**config.mk**
```make
export PLATFORM = sky130hd
export DESIGN_NAME = buscador_binario
export DESIGN_NICKNAME = d
export VERILOG_FILES = /design/src/rtl/buscador_binario.sv
export SDC_FILE = /design/constraint.sdc
export NUM_CORES = 1
export LEC_CHECK = 0
export ABC_AREA = 1
export CAP_MARGIN = 40
export CELL_PAD_IN_SITES_DETAIL_PLACEMENT = 0
export CELL_PAD_IN_SITES_GLOBAL_PLACEMENT = 1
export CORE_UTILIZATION = 41
export CTS_BUF_LIST = sky130_fd_sc_hd__clkbuf_8
export CTS_CLUSTER_SIZE = 10
export DETAILED_ROUTE_END_ITERATION = 8
export GPL_ROUTABILITY_DRIVEN = 1
export HOLD_SLACK_MARGIN = 0.06
export PLACE_DENSITY_LB_ADDON = 0.1
export SETUP_SLACK_MARGIN = 0.05
export SLEW_MARGIN = 5
export SYNTH_ARGS = -nofsm -noshare
export SYNTH_HDL_FRONTEND = slang
export SYNTH_SLANG_ARGS = --single-unit
```
**constraint.sdc**
```tcl
create_clock -name clk -period 2.4 [get_ports clk]
set_clock_uncertainty 0.2 [all_clocks]
set_input_delay 0.6 -clock clk [delete_from_list [all_inputs] [get_ports clk]]
set_output_delay 0.6 -clock clk [all_outputs]
set_load 0.02 [all_outputs]
```
**src/rtl/buscador_binario.sv**
```systemverilog
// rtl/buscador_binario.sv - binary search over an external magnitude comparator
//
// Purpose: drives operand B (palpite) of an external combinational comparator and
// narrows the interval [lo, hi] with its maior/menor/igual flags until A is found.
//
// Ports:
//   clk        in   1      rising-edge clock
//   reset      in   1      synchronous, active-high
//   iniciar    in   1      start pulse, honoured only in OCIOSO or FIM
//   maior      in   1      comparator flag: A > palpite
//   menor      in   1      comparator flag: A < palpite
//   igual      in   1      comparator flag: A == palpite
//   palpite    out  WIDTH  current guess (registered)
//   ocupado    out  1      search in progress (PROPOE/AVALIA)
//   pronto     out  1      value found, held until next iniciar
//   erro       out  1      search failed, held until next iniciar
//   resultado  out  WIDTH  found value, valid while pronto=1
//   tentativas out  4      guesses issued, saturating at 15
module buscador_binario #(
    parameter int WIDTH = 4
) (
    input  logic             clk,
    input  logic             reset,
    input  logic             iniciar,
    input  logic             maior,
    input  logic             menor,
    input  logic             igual,
    output logic [WIDTH-1:0] palpite,
    output logic             ocupado,
    output logic             pronto,
    output logic             erro,
    output logic [WIDTH-1:0] resultado,
    output logic [3:0]       tentativas
);

    localparam logic [WIDTH-1:0] MAX = {WIDTH{1'b1}};

    typedef enum logic [1:0] {
        OCIOSO = 2'd0,
        PROPOE = 2'd1,
        AVALIA = 2'd2,
        FIM    = 2'd3
    } estado_t;

    estado_t          state_q, state_d;
    logic [WIDTH-1:0] lo_q, lo_d;
    logic [WIDTH-1:0] hi_q, hi_d;
    logic [WIDTH-1:0] palpite_q, palpite_d;
    logic [WIDTH-1:0] resultado_q, resultado_d;
    logic [3:0]       tentativas_q, tentativas_d;
    logic             pronto_q, pronto_d;
    logic             erro_q, erro_d;

    // One extra bit so lo+hi never overflows before halving.
    logic [WIDTH:0]   soma;
    logic [WIDTH-1:0] meio;
    logic [WIDTH-1:0] lo_prox;
    logic [WIDTH-1:0] hi_prox;

    assign soma    = {1'b0, lo_q} + {1'b0, hi_q};
    assign meio    = soma[WIDTH:1];
    assign lo_prox = palpite_q + 1'b1;
    assign hi_prox = palpite_q - 1'b1;

    always_comb begin
        state_d      = state_q;
        lo_d         = lo_q;
        hi_d         = hi_q;
        palpite_d    = palpite_q;
        resultado_d  = resultado_q;
        tentativas_d = tentativas_q;
        pronto_d     = pronto_q;
        erro_d       = erro_q;

        case (state_q)
            OCIOSO, FIM: begin
                if (iniciar) begin
                    lo_d         = '0;
                    hi_d         = MAX;
                    tentativas_d = 4'd0;
                    pronto_d     = 1'b0;
                    erro_d       = 1'b0;
                    state_d      = PROPOE;
                end
            end
            PROPOE: begin
                palpite_d = meio;
                if (tentativas_q != 4'hF) begin
                    tentativas_d = tentativas_q + 4'd1;
                end
                state_d = AVALIA;
            end
            AVALIA: begin
                case ({maior, menor, igual})
                    3'b001: begin
                        resultado_d = palpite_q;
                        pronto_d    = 1'b1;
                        state_d     = FIM;
                    end
                    3'b100: begin
                        // Guess at MAX would make lo wrap to 0; treat as failure.
                        if (palpite_q == MAX || lo_prox > hi_q) begin
                            erro_d  = 1'b1;
                            state_d = FIM;
                        end else begin
                            lo_d    = lo_prox;
                            state_d = PROPOE;
                        end
                    end
                    3'b010: begin
                        if (palpite_q == '0 || lo_q > hi_prox) begin
                            erro_d  = 1'b1;
                            state_d = FIM;
                        end else begin
                            hi_d    = hi_prox;
                            state_d = PROPOE;
                        end
                    end
                    default: begin
                        // No flag or contradictory flags: comparator is broken.
                        erro_d  = 1'b1;
                        state_d = FIM;
                    end
                endcase
            end
            default: state_d = OCIOSO;
        endcase
    end

    always_ff @(posedge clk) begin
        if (reset) begin
            state_q      <= OCIOSO;
            lo_q         <= '0;
            hi_q         <= MAX;
            palpite_q    <= '0;
            resultado_q  <= '0;
            tentativas_q <= 4'd0;
            pronto_q     <= 1'b0;
            erro_q       <= 1'b0;
        end else begin
            state_q      <= state_d;
            lo_q         <= lo_d;
            hi_q         <= hi_d;
            palpite_q    <= palpite_d;
            resultado_q  <= resultado_d;
            tentativas_q <= tentativas_d;
            pronto_q     <= pronto_d;
            erro_q       <= erro_d;
        end
    end

    assign palpite    = palpite_q;
    assign resultado  = resultado_q;
    assign tentativas = tentativas_q;
    assign pronto     = pronto_q;
    assign erro       = erro_q;
    assign ocupado    = (state_q == PROPOE) || (state_q == AVALIA);

endmodule

```
After elaboration in Yosys (flattened, before gate mapping)
Index checks and enable logic that the tools add are counted.

storage, ports and cells
  register bits after elaboration = 24
  input port bits = 6
  output and inout bits = 15
  word-level logic and storage cells = 68

cells by class
  add/sub/neg operators = 4
  order comparisons = 2
  equal/unequal tests = 18
  muxes and demuxes = 22
  reduce and logical (&&, ||, !) cells = 14

operators by type and width
  operator             count
  $mux 4               7
  $pmux 4 s2           3
  $ne 2x2->1 const B   5
  $add 4x1->4 const B  2
  $gt 4x4->1           2
  $reduce_and 4->1     2
  $mux 2               3
  $ne 2x1->1 const B   3
  $ne 3x3->1 const B   2
  $pmux 2 s3           1
  $reduce_and 3->1     2
  $add 4x4->5          1
  $reduce_and 5->1     1
  $eq 2x2->1 const B   2
  $eq 4x4->1 const B   1
  $logic_not 4->1      1
  $mux 1               4
  $ne 4x4->1 const B   1
  $pmux 1 s2           2
  $pmux 2 s2           1
  $reduce_bool 2->1    2
  $sub 4x1->4 const B  1
  $eq 3x1->1 const B   1
  $eq 3x2->1 const B   1
  other kinds (7)      9

Logic depth before layout (Yosys ltp)
Gate-level depths: netlist of run 1.

  depth after elaboration = 6
  mapped depth = 14
  depth with buffers taken out = 14

Worst setup path after synthesis of run 1
OpenSTA, ideal clock, no wires.

  kind = reg2reg
  start point = register palpite_q[0], in the netlist palpite[0]
  end point = register hi_q[1]
  setup time = 0.119 ns
  arrival = 1.900 ns
  data required time = 2.081 ns
  path slack = 0.180 ns
  stages on the path, launching flop included = 14
  path buffers = 0
  clock period less this slack = 2.220 ns
  cells stage by stage = dfxtp_1 > inv_1 > ha_1 > xnor2_1 > ha_1 > nand2_1 > inv_1 > nand2_1 > nand2_1 > nand2_1 > nand3_2 > nand2_4 > a21oi_1 > o21ai_1

between the ends
  word-level cells in the longest chain between the ends = 5
  elaborated cells on any way between the ends = 9
  classes of those cells = 1 x add/sub; 1 x order compare; 1 x eq/ne; 3 x mux; 3 x reduce/logical

RTL lines
  element                     line  source
  from (decl)                 48    logic [WIDTH-1:0] palpite_q, palpite_d;
  from (signal assigned)      144   palpite_q <= palpite_d;
  $sub 4x1->4                 63    assign hi_prox = palpite_q - 1'b1;
  $gt 4x4->1                  111   if (palpite_q == '0 || lo_q > hi_prox) begin
  $logic_or 1x1->1            111
  $ne 2x2->1 (no line)        n/a
  $reduce_and 4->1 (no line)  n/a
  to (signal assigned)        143   hi_q <= hi_d;
  to (decl)                   47    logic [WIDTH-1:0] hi_q, hi_d;

Parallel ways exist; a longest one is shown, timed or not. The select of a mux whose other input is x is not followed.
A chain may end at the register's enable or synchronous reset.

Worst setup path in the final report of run 1
  start point = register state_q[0]
  end point = output port ocupado

between the ends
  word-level cells in the longest chain between the ends = 2
  elaborated cells on any way between the ends = 3
  classes of those cells = 2 x eq/ne; 1 x reduce/logical

RTL lines
  element                                          line  source
  from (decl)                                      45    estado_t state_q, state_d;
  from (signal assigned)                           141   state_q <= state_d;
  $eq 2x1->1 / $eq 2x2->1 (equally long branches)  157   assign ocupado = (state_q == PROPOE) || (state_q == AVALIA);
  $logic_or 1x1->1 (*)                             157
  to (decl)                                        29    output logic ocupado,

Every way passes the cells marked *; elsewhere a longest branch is shown, timed or not.

==> out/qor.csv, run 1 <==
metric,value,unit
CTS tree,done,
yosys warns,0,
cell count after synthesis,197,
status,"finished, final reports clean",
RSZ-0062 raised after global routing,false,
vias,1333,
Final period util,0.919,
first-pass GRT wire length,5.84,mm
Synth Flop Type,dfxtp_1,
HPWL Detailed,2.70,mm
Nets,248,
area grow syn2layout,22.2,%
Min-Delay Path Class,register to register,
share of flip-flops with an asynchronous set or reset,0,
Synth top cells by count,"38 x nand2_1, 25 x a21oi_1, 25 x inv_1",
min cycle time layout,2200,ps
DRC viols,0,
clk sinks,24,
Final Max Slew Viols,0,
Netlist cell types,30,
Combinational Power Share,0.422,
cts bufs inserted,3,
crit-path max FO,4,
Routed Antenna Nets,0,
Syn Nets,222,
Rel. slew slack,0.753,
Max IR drop VDD,0.346,mV
gr usage total,0.187,
vias in the first global route,1282,
H-tree Lvls,1,
cell area after synthesis,1520,um^2
internal power,0.000804,W
CORE AREA,3440,um^2
die area,3960,um^2
"Reg clk slew, reported paths",90,ps
GRT busiest layer,met2,
PnR Total Power,0.00131,W
chip height,62.9,um
main combinational cell family by area after synthesis,simple AND/OR/NAND/NOR gates,
Skew-Pair Late Insertion Delay,270,ps
GR Util met2,0.297,
largest net degree at the start of global routing,14,
Max Fclk,454,MHz
Chip Width,62.9,um
register share of total power,0.365,
Cell Pwr Density,703,nW/um^2
Switching Fraction,0.385,
"count leader, synth",nand2_1,
share of post-route cells with drive strength above 1,0.140,
crit start category,register,
Post-Syn Area per Cell,7.73,um^2
synth top area cells,"dfxtp_1 32%, ha_1 15%, nand2_1 9.4%",
worst-case clock buffer depth,2,
final hold violation count,0,
Clk pwr share,0.213,
row count,21,
Net Sw Power,0.000504,W
LEAKAGE,0.831,nW
max-cap violation count,0,
First DRT Iteration DRCs,40,
mux cell area share after synthesis,0,
# port buffers,20,
final wirelength,3.38,mm
Root Driver,clkbuf_8,
Initial Util,0.442,
critical path arrival,1400,ps
WS Path Type,register to output pin,
data required time at the worst endpoint,1600,ps
number of synthesized flops with an enable pin,0,
Yosys top cell by area,dfxtp_1,
met1 GRT Util,0.258,
total negative setup slack,0,ps
DR WL/cell,12.6,um
Adder-Cell Fraction of Synth Area,0.161,
diode count,0,
#FFs+latches synth,24,
setup violators final,0,
worst slew pin tran,371,ps
total grt overflow,0,
total I/O pin count,21,
Critical Path Sink Type,output pin,
utilization of the core after routing,0.541,
Fillers,340,
global placement routability congestion,0.882,
vias per cell,4.97,
met3 GRT Util,0.0420,
Pre-Repair DR Iteration Count,4,
hold_buf cts,0,
simple-gate portion of the synthesized area,0.236,
XOR/XNOR share of the synthesized area,0.0394,
Compound-Gate Fraction of Synth Area,0.162,
initial antenna violation count,0,
Synth top area share,0.316,
part of the Yosys area used for sequential elements,0.316,
-- area by class of cell --
class | instances | area [um^2] | area share
inverters | 31 | 116 | 0.0625
flip-flops and latches | 24 | 482 | 0.259
multi-input cells | 140 | 928 | 0.499
clock buffers | 4 | 55.1 | 0.0296
repair buffers | 23 | 221 | 0.119
well taps | 46 | 57.6 | 0.0309
-- flip-flops by register name, indices dropped and copies added (netlist names) --
register and flops:
state_q 2, tentativas 4, hi_q 4, erro 1
palpite 4, pronto 1, lo_q 4, resultado 4
-- layout by cell type, fill, tap and decap left out, types with 2 or more instances in the layout --
master and instances:
nand3_1 10, nand2_1 38, clkdlybuf4s50_1 19, nor3_2 2
xor2_2 2, nand3_2 3, a21oi_1 25, buf_4 3
o21ai_1 4, xor2_1 2, clkbuf_8 4, inv_2 7
ha_1 17, dfxtp_1 23, nor2_1 7, nor3_1 3
o21ai_0 11, nand2_4 2, inv_1 24
-- timing repair --
item | 4_1_cts | 5_1_grt
setup endpoints to repair | 1 | 7
gates resized for setup | 1 | 5
setup buffers | 0 | 0
-- metrics by stage --
stage	hold WS (ps)	setup slack (ps)	area, um^2	std cells
floorplan	257	180	1520	197
global placement	252	217	1790	264
detailed placement	245	180	1790	264
CTS	258	181	1840	268
global route	285	50.1	1860	268
finish	254	196	1860	268
-- critical path, stage by stage (launching register included) --
cell and delay [ps]:
dfxtp_1 380, inv_1 60, ha_1 320, inv_2 60
dlygate4sd2_1 320
-- per-layer routing --
layer  routed length (um)  vias up
met1                 1720      596
li1                     -      697
met4                   20        0
met2                 1510       35
met3                  126        5
met5                    0        -
-- final timing paths --
path                            cells past startpoint  slack, ps       to        from
worst max-delay path                                4        200  ocupado  state_q[0]
worst min-delay path                                2        250     erro        erro
worst max register to register                     11        260  lo_q[1]  palpite[0]
worst min register to register                      2        250     erro        erro
-- cell families (layout without fill, tap and decap cells) --
kind of cell    count (synthesis)  count (layout)
compound gates                 44              44
xor+xnor                        6               6
fa+ha+maj                      19              19
buf+inv                        33              58
flops                          24              24
simple gates                   71              71
-- power groups by stage --
stage	registers, W	logic [W]	clock network (W)
after floorplan	0.000507	0.000357	0
after global placement	0.000482	0.000537	0
after detailed placement	0.000483	0.000547	0
after CTS	0.000475	0.000544	0.000288
after global routing	0.000485	0.000629	0.000303
final	0.000478	0.000552	0.000278
(Power assumes the default switching activity.)
==> inputs of run 2 (changes only) <==
--- a/config.mk
+++ b/config.mk
@@ -9,7 +9,7 @@
 export CAP_MARGIN = 40
 export CELL_PAD_IN_SITES_DETAIL_PLACEMENT = 0
 export CELL_PAD_IN_SITES_GLOBAL_PLACEMENT = 1
-export CORE_UTILIZATION = 41
+export CORE_UTILIZATION = 45
 export CTS_BUF_LIST = sky130_fd_sc_hd__clkbuf_8
 export CTS_CLUSTER_SIZE = 10
 export DETAILED_ROUTE_END_ITERATION = 8
==> constraint.sdc (replaced) <==
create_clock -name clk -period 2.71 [get_ports clk]
set_clock_uncertainty 0.2 [all_clocks]
set_input_delay 0.6775 -clock clk [delete_from_list [all_inputs] [get_ports clk]]
set_output_delay 0.6775 -clock clk [all_outputs]
set_load 0.02 [all_outputs]
==> out/qor.csv, run 2 (same netlist as run 1, synthesis figures left out) <==
metric,value,unit,change
status,"finished, final reports clean",,unchanged
vias,1345,,was 1333
setup violators final,0,,unchanged
DRC viols,0,,unchanged
gr usage total,0.212,,was 0.187
largest net degree at the start of global routing,14,,unchanged
area grow syn2layout,19.8,%,was 22.2%
share of post-route cells with drive strength above 1,0.109,,was 0.140
min cycle time layout,2390,ps,
Skew-Pair Late Insertion Delay,270,ps,about the same
critical path arrival,1510,ps,was 1400 ps
Max Fclk,419,MHz,
Setup crit start,state_q[0],,unchanged
Critical Path Sink Type,output pin,,unchanged
Initial Util,0.487,,was 0.442
row count,20,,was 21
H-tree Lvls,1,,unchanged
CORE AREA,3130,um^2,was 3440 um^2
total grt overflow,0,,unchanged
chip height,60.2,um,was 62.9 um
Pre-Repair DR Iteration Count,4,,unchanged
crit start category,register,,unchanged
hold_buf cts,0,,unchanged
crit-path max FO,4,,unchanged
Max IR drop VDD,0.343,mV,was 0.346 mV
Min-Delay Path Class,register to register,,unchanged
DR WL/cell,12.8,um,was 12.6 um
worst slew pin tran,386,ps,was 371 ps
"Reg clk slew, reported paths",80,ps,was 90 ps
Final period util,0.880,,
final wirelength,3.39,mm,was 3.38 mm
total negative setup slack,0,ps,unchanged
# port buffers,20,,unchanged
First DRT Iteration DRCs,86,,was 40
RSZ-0062 raised after global routing,false,,unchanged
Cell Pwr Density,621,nW/um^2,was 703 nW/um^2
CTS tree,done,,unchanged
die area,3620,um^2,was 3960 um^2
global placement routability congestion,0.813,,was 0.882
first-pass GRT wire length,5.56,mm,was 5.84 mm
Routed Antenna Nets,0,,unchanged
Rel. slew slack,0.743,,was 0.753
utilization of the core after routing,0.583,,was 0.541
initial antenna violation count,0,,unchanged
vias per cell,5.09,,was 4.97
vias in the first global route,1227,,was 1282
WS Path Type,register to output pin,,unchanged
total I/O pin count,21,,unchanged
"commonest non-fill, non-tap cell in the layout",nand2_1,,unchanged
clk sinks,24,,unchanged
Final Max Slew Viols,0,,unchanged
R2R setup slack,400,ps,was 260 ps
data required time at the worst endpoint,1830,ps,was 1600 ps
cts bufs inserted,3,,unchanged
LEAKAGE,0.816,nW,was 0.831 nW
max-cap violation count,0,,unchanged
most frequent cells in the layout,"38 x nand2_1, 25 x inv_1, 25 x a21oi_1, 24 x dfxtp_1, 19 x clkdlybuf4s50_1",,"was 38 x nand2_1, 25 x a21oi_1, 24 x inv_1, 23 x dfxtp_1, 19 x clkdlybuf4s50_1"
# Post-CTS Setup Buffers,0,,unchanged
RR Startpoint,palpite[0],,unchanged
Root Driver,clkbuf_8,,unchanged
final hold violation count,0,,unchanged
HPWL Detailed,2.64,mm,was 2.70 mm
diode count,0,,unchanged
Nets,246,,was 248
hold_sp,erro,,unchanged
worst-case clock buffer depth,2,,unchanged
Chip Width,60.2,um,was 62.9 um
run 2: through the flow:
| step | power (W) | worst slack, ps | std cells | cell area, um^2 | hold WS [ps] |
|---|---|---|---|---|---|
| floorplan | 0.000765 | 490 | 197 | 1520 | 257 |
| global placement | 0.000889 | 364 | 260 | 1770 | 242 |
| detailed placement | 0.000899 | 347 | 260 | 1770 | 246 |
| CTS | 0.00114 | 321 | 264 | 1820 | 259 |
| global route | 0.00122 | 224 | 264 | 1820 | 287 |
| finish | 0.00113 | 324 | 264 | 1820 | 255 |
run 2: report_power, final:
group | switching (W) | total [W] | internal (W)
clock | 0.000114 | 0.000244 | 0.000130
sequential | 0.0000347 | 0.000423 | 0.000388
combinational | 0.000291 | 0.000466 | 0.000176
total | 0.000440 | 0.00113 | 0.000693
run 2: timing repair:
item,CTS,global route
setup endpoints to repair,1,0
endpoints found under the hold margin,0,0
gates resized for setup,1,0
run 2: per-layer routing:
metal  global-route usage  up-vias  routed length, um
met3               0.0325        5                120
met1                0.311      618               1750
met2                0.309       31               1470
met4               0.0764        0                 40
li1                     -      691                  -
met5                    0        -                  0
run 2: final timing paths:
kind,end,cells past startpoint
hold reg to reg,erro,2
setup reg to reg,hi_q[2],12
setup / recovery,ocupado,4
hold / removal,erro,2
run 2: layout make-up:
type	instances	area, um^2
fill	292	1300
tap	44	55.1
clock buffer	4	55.1
sequential	24	480
timing repair buffer	21	206
inverter	31	116
multi-input combinational	140	911
run 2: critical path, cell delays in order (launching register included):
cell,delay [ps]
dfxtp_1,380
inv_1,60
ha_1,310
inv_2,140
dlygate4sd2_1,350
==> inputs of run 3 (changes only) <==
--- a/config.mk
+++ b/config.mk
@@ -9,12 +9,12 @@
 export CAP_MARGIN = 40
 export CELL_PAD_IN_SITES_DETAIL_PLACEMENT = 0
 export CELL_PAD_IN_SITES_GLOBAL_PLACEMENT = 1
-export CORE_UTILIZATION = 45
+export CORE_UTILIZATION = 40
 export CTS_BUF_LIST = sky130_fd_sc_hd__clkbuf_8
 export CTS_CLUSTER_SIZE = 10
 export DETAILED_ROUTE_END_ITERATION = 8
 export GPL_ROUTABILITY_DRIVEN = 1
-export HOLD_SLACK_MARGIN = 0.06
+export HOLD_SLACK_MARGIN = 0.08
 export PLACE_DENSITY_LB_ADDON = 0.1
 export SETUP_SLACK_MARGIN = 0.05
 export SLEW_MARGIN = 5
==> out/qor.csv, run 3 (same netlist as run 1, synthesis figures left out) <==
metric,value,unit,change
total grt overflow,0,,unchanged
Max IR drop VDD,0.272,mV,was 0.343 mV
CP Cell Sequence,inv_1 -> ha_1 -> inv_2 -> dlygate4sd2_1,,unchanged
max-cap violation count,0,,unchanged
H-tree Lvls,1,,unchanged
R2R Path End,lo_q[3],,was hi_q[2]
most frequent cells in the layout,"38 x nand2_1, 25 x inv_1, 25 x a21oi_1, 24 x dfxtp_1, 19 x clkdlybuf4s50_1",,unchanged
register share of total power,0.344,,was 0.373
Skew-Pair Late Insertion Delay,270,ps,about the same
initial antenna violation count,0,,unchanged
RR Startpoint,palpite[1],,was palpite[0]
first-pass GRT wire length,5.94,mm,was 5.56 mm
worst hold margin,251,ps,was 255 ps
crit start category,register,,unchanged
largest net degree at the start of global routing,15,,was 14
final hold violation count,0,,unchanged
Critical Path Sink Type,output pin,,unchanged
"commonest non-fill, non-tap cell in the layout",nand2_1,,unchanged
Max Fclk,418,MHz,was 419 MHz
# Post-CTS Setup Buffers,0,,unchanged
Rel. slew slack,0.738,,was 0.743
LEAKAGE,0.828,nW,was 0.816 nW
DR WL/cell,13.1,um,was 12.8 um
Pre-Repair DR Iteration Count,4,,unchanged
Combinational Power Share,0.393,,was 0.412
"Reg clk slew, reported paths",90,ps,was 80 ps
Clk pwr share,0.263,,was 0.215
# port buffers,20,,unchanged
share of post-route cells with drive strength above 1,0.113,,was 0.109
clk sinks,24,,unchanged
CTS tree,done,,unchanged
HPWL Detailed,2.74,mm,was 2.64 mm
Net Sw Power,0.000454,W,was 0.000440 W
R2R setup slack,480,ps,was 400 ps
critical path arrival,1510,ps,about the same
worst-case clock buffer depth,2,,unchanged
hold_sp,erro,,unchanged
Cell Pwr Density,658,nW/um^2,was 621 nW/um^2
status,"finished, final reports clean",,unchanged
row count,22,,was 20
Fillers,365,,was 292
area of the multi-input gates,911,um^2,unchanged
CORE AREA,3660,um^2,was 3130 um^2
First DRT Iteration DRCs,60,,was 86
vias,1373,,was 1345
gr usage total,0.188,,was 0.212
crit-path max cell delay,390,ps,was 380 ps
min cycle time layout,2390,ps,about the same
Min-Delay Path Class,register to register,,unchanged
critical path endpoint,ocupado,,unchanged
Nets,247,,was 246
r2r worst-path depth,13,,was 12
die area,4060,um^2,was 3620 um^2
diode count,0,,unchanged
Routed Antenna Nets,0,,unchanged
global placement routability congestion,0.804,,was 0.813
Sequential Area,480,um^2,unchanged
vias in the first global route,1255,,was 1227
hold_buf cts,0,,unchanged
final wirelength,3.53,mm,was 3.39 mm
chip height,63.7,um,was 60.2 um
data required time at the worst endpoint,1830,ps,about the same
WS Path Type,register to output pin,,unchanged
Final period util,0.882,,was 0.880
post_cts resized,1,,unchanged
slowest CP cell,dfxtp_1,,unchanged
internal power,0.000765,W,was 0.000693 W
DRC viols,0,,unchanged
Chip Width,63.7,um,was 60.2 um
setup violators final,0,,unchanged
total I/O pin count,21,,unchanged
total negative setup slack,0,ps,unchanged
crit-path max FO,4,,unchanged
utilization of the core after routing,0.506,,was 0.583
vias per cell,5.10,,was 5.09
Switching Fraction,0.373,,was 0.388
Root Driver,clkbuf_8,,unchanged
Initial Util,0.416,,was 0.487
Final Max Slew Viols,0,,unchanged
RSZ-0062 raised after global routing,false,,unchanged
worst slew pin tran,393,ps,was 386 ps
DP Cell Count,265,,was 260
cts bufs inserted,3,,unchanged
final std cells w/o fill,269,,was 264
Setup crit start,state_q[0],,unchanged
area grow syn2layout,21.7,%,was 19.8%
run 3: changes by cell type in the layout (fill, tap and decap cells not counted):
| cell | before | now |
|---|---|---|
| buf_4 | 1 | 2 |
| bufinv_16 | 0 | 1 |
| clkbuf_8 | 4 | 3 |
run 3: how the worst min path moves through the flow:
stage | end | slack, ps | cells after the start
floorplan | lo_q[0] | 260 | 2
global placement | erro | 240 | 2
detailed placement | erro | 240 | 2
CTS | erro | 260 | 2
global route | pronto | 280 | 2
finish | erro | 250 | 2
run 3: routing by layer:
metal | vias up | routed length [um] | global-route usage
li1 | 693 | - | -
met5 | - | 0 | 0
met1 | 642 | 1830 | 0.278
met3 | 2 | 135 | 0.0254
met2 | 36 | 1550 | 0.289
met4 | 0 | 13 | 0.0341
run 3: layout make-up:
| class | instances | share of cell area |
|---|---|---|
| Clock inverter | 1 | 0.0162 |
| Multi-Input combinational cell | 140 | 0.492 |
| Tap cell | 48 | 0.0324 |
| Inverter | 31 | 0.0628 |
| Sequential cell | 24 | 0.259 |
| Clock buffer | 3 | 0.0223 |
| Timing Repair Buffer | 22 | 0.115 |
run 3: power by group through the flow:
stage / sequential, W / clock (W) / combinational [W]
after global routing: 0.000426 / 0.000341 / 0.000533
after CTS: 0.000420 / 0.000327 / 0.000478
after detailed placement: 0.000428 / 0 / 0.000478
after global placement: 0.000426 / 0 / 0.000471
final: 0.000420 / 0.000321 / 0.000479
after floorplan: 0.000449 / 0 / 0.000316
run 3: per-stage QoR:
step           total power [W]  area, um^2  setup slack, ps
4_1_cts                0.00122        1850              307
3_3_place_gp          0.000897        1780              367
6_report               0.00122        1850              320
3_5_place_dp          0.000906        1780              342
2_1_floorplan         0.000765        1520              490
5_1_grt                0.00130        1850              240
run 3: worst max-delay path: cells and delay by family, from the launching register on:
kind / cells / cell delay (ps)
DFF: 1 / 390
buffers and inverters: 3 / 550
adders and majority gates: 1 / 310
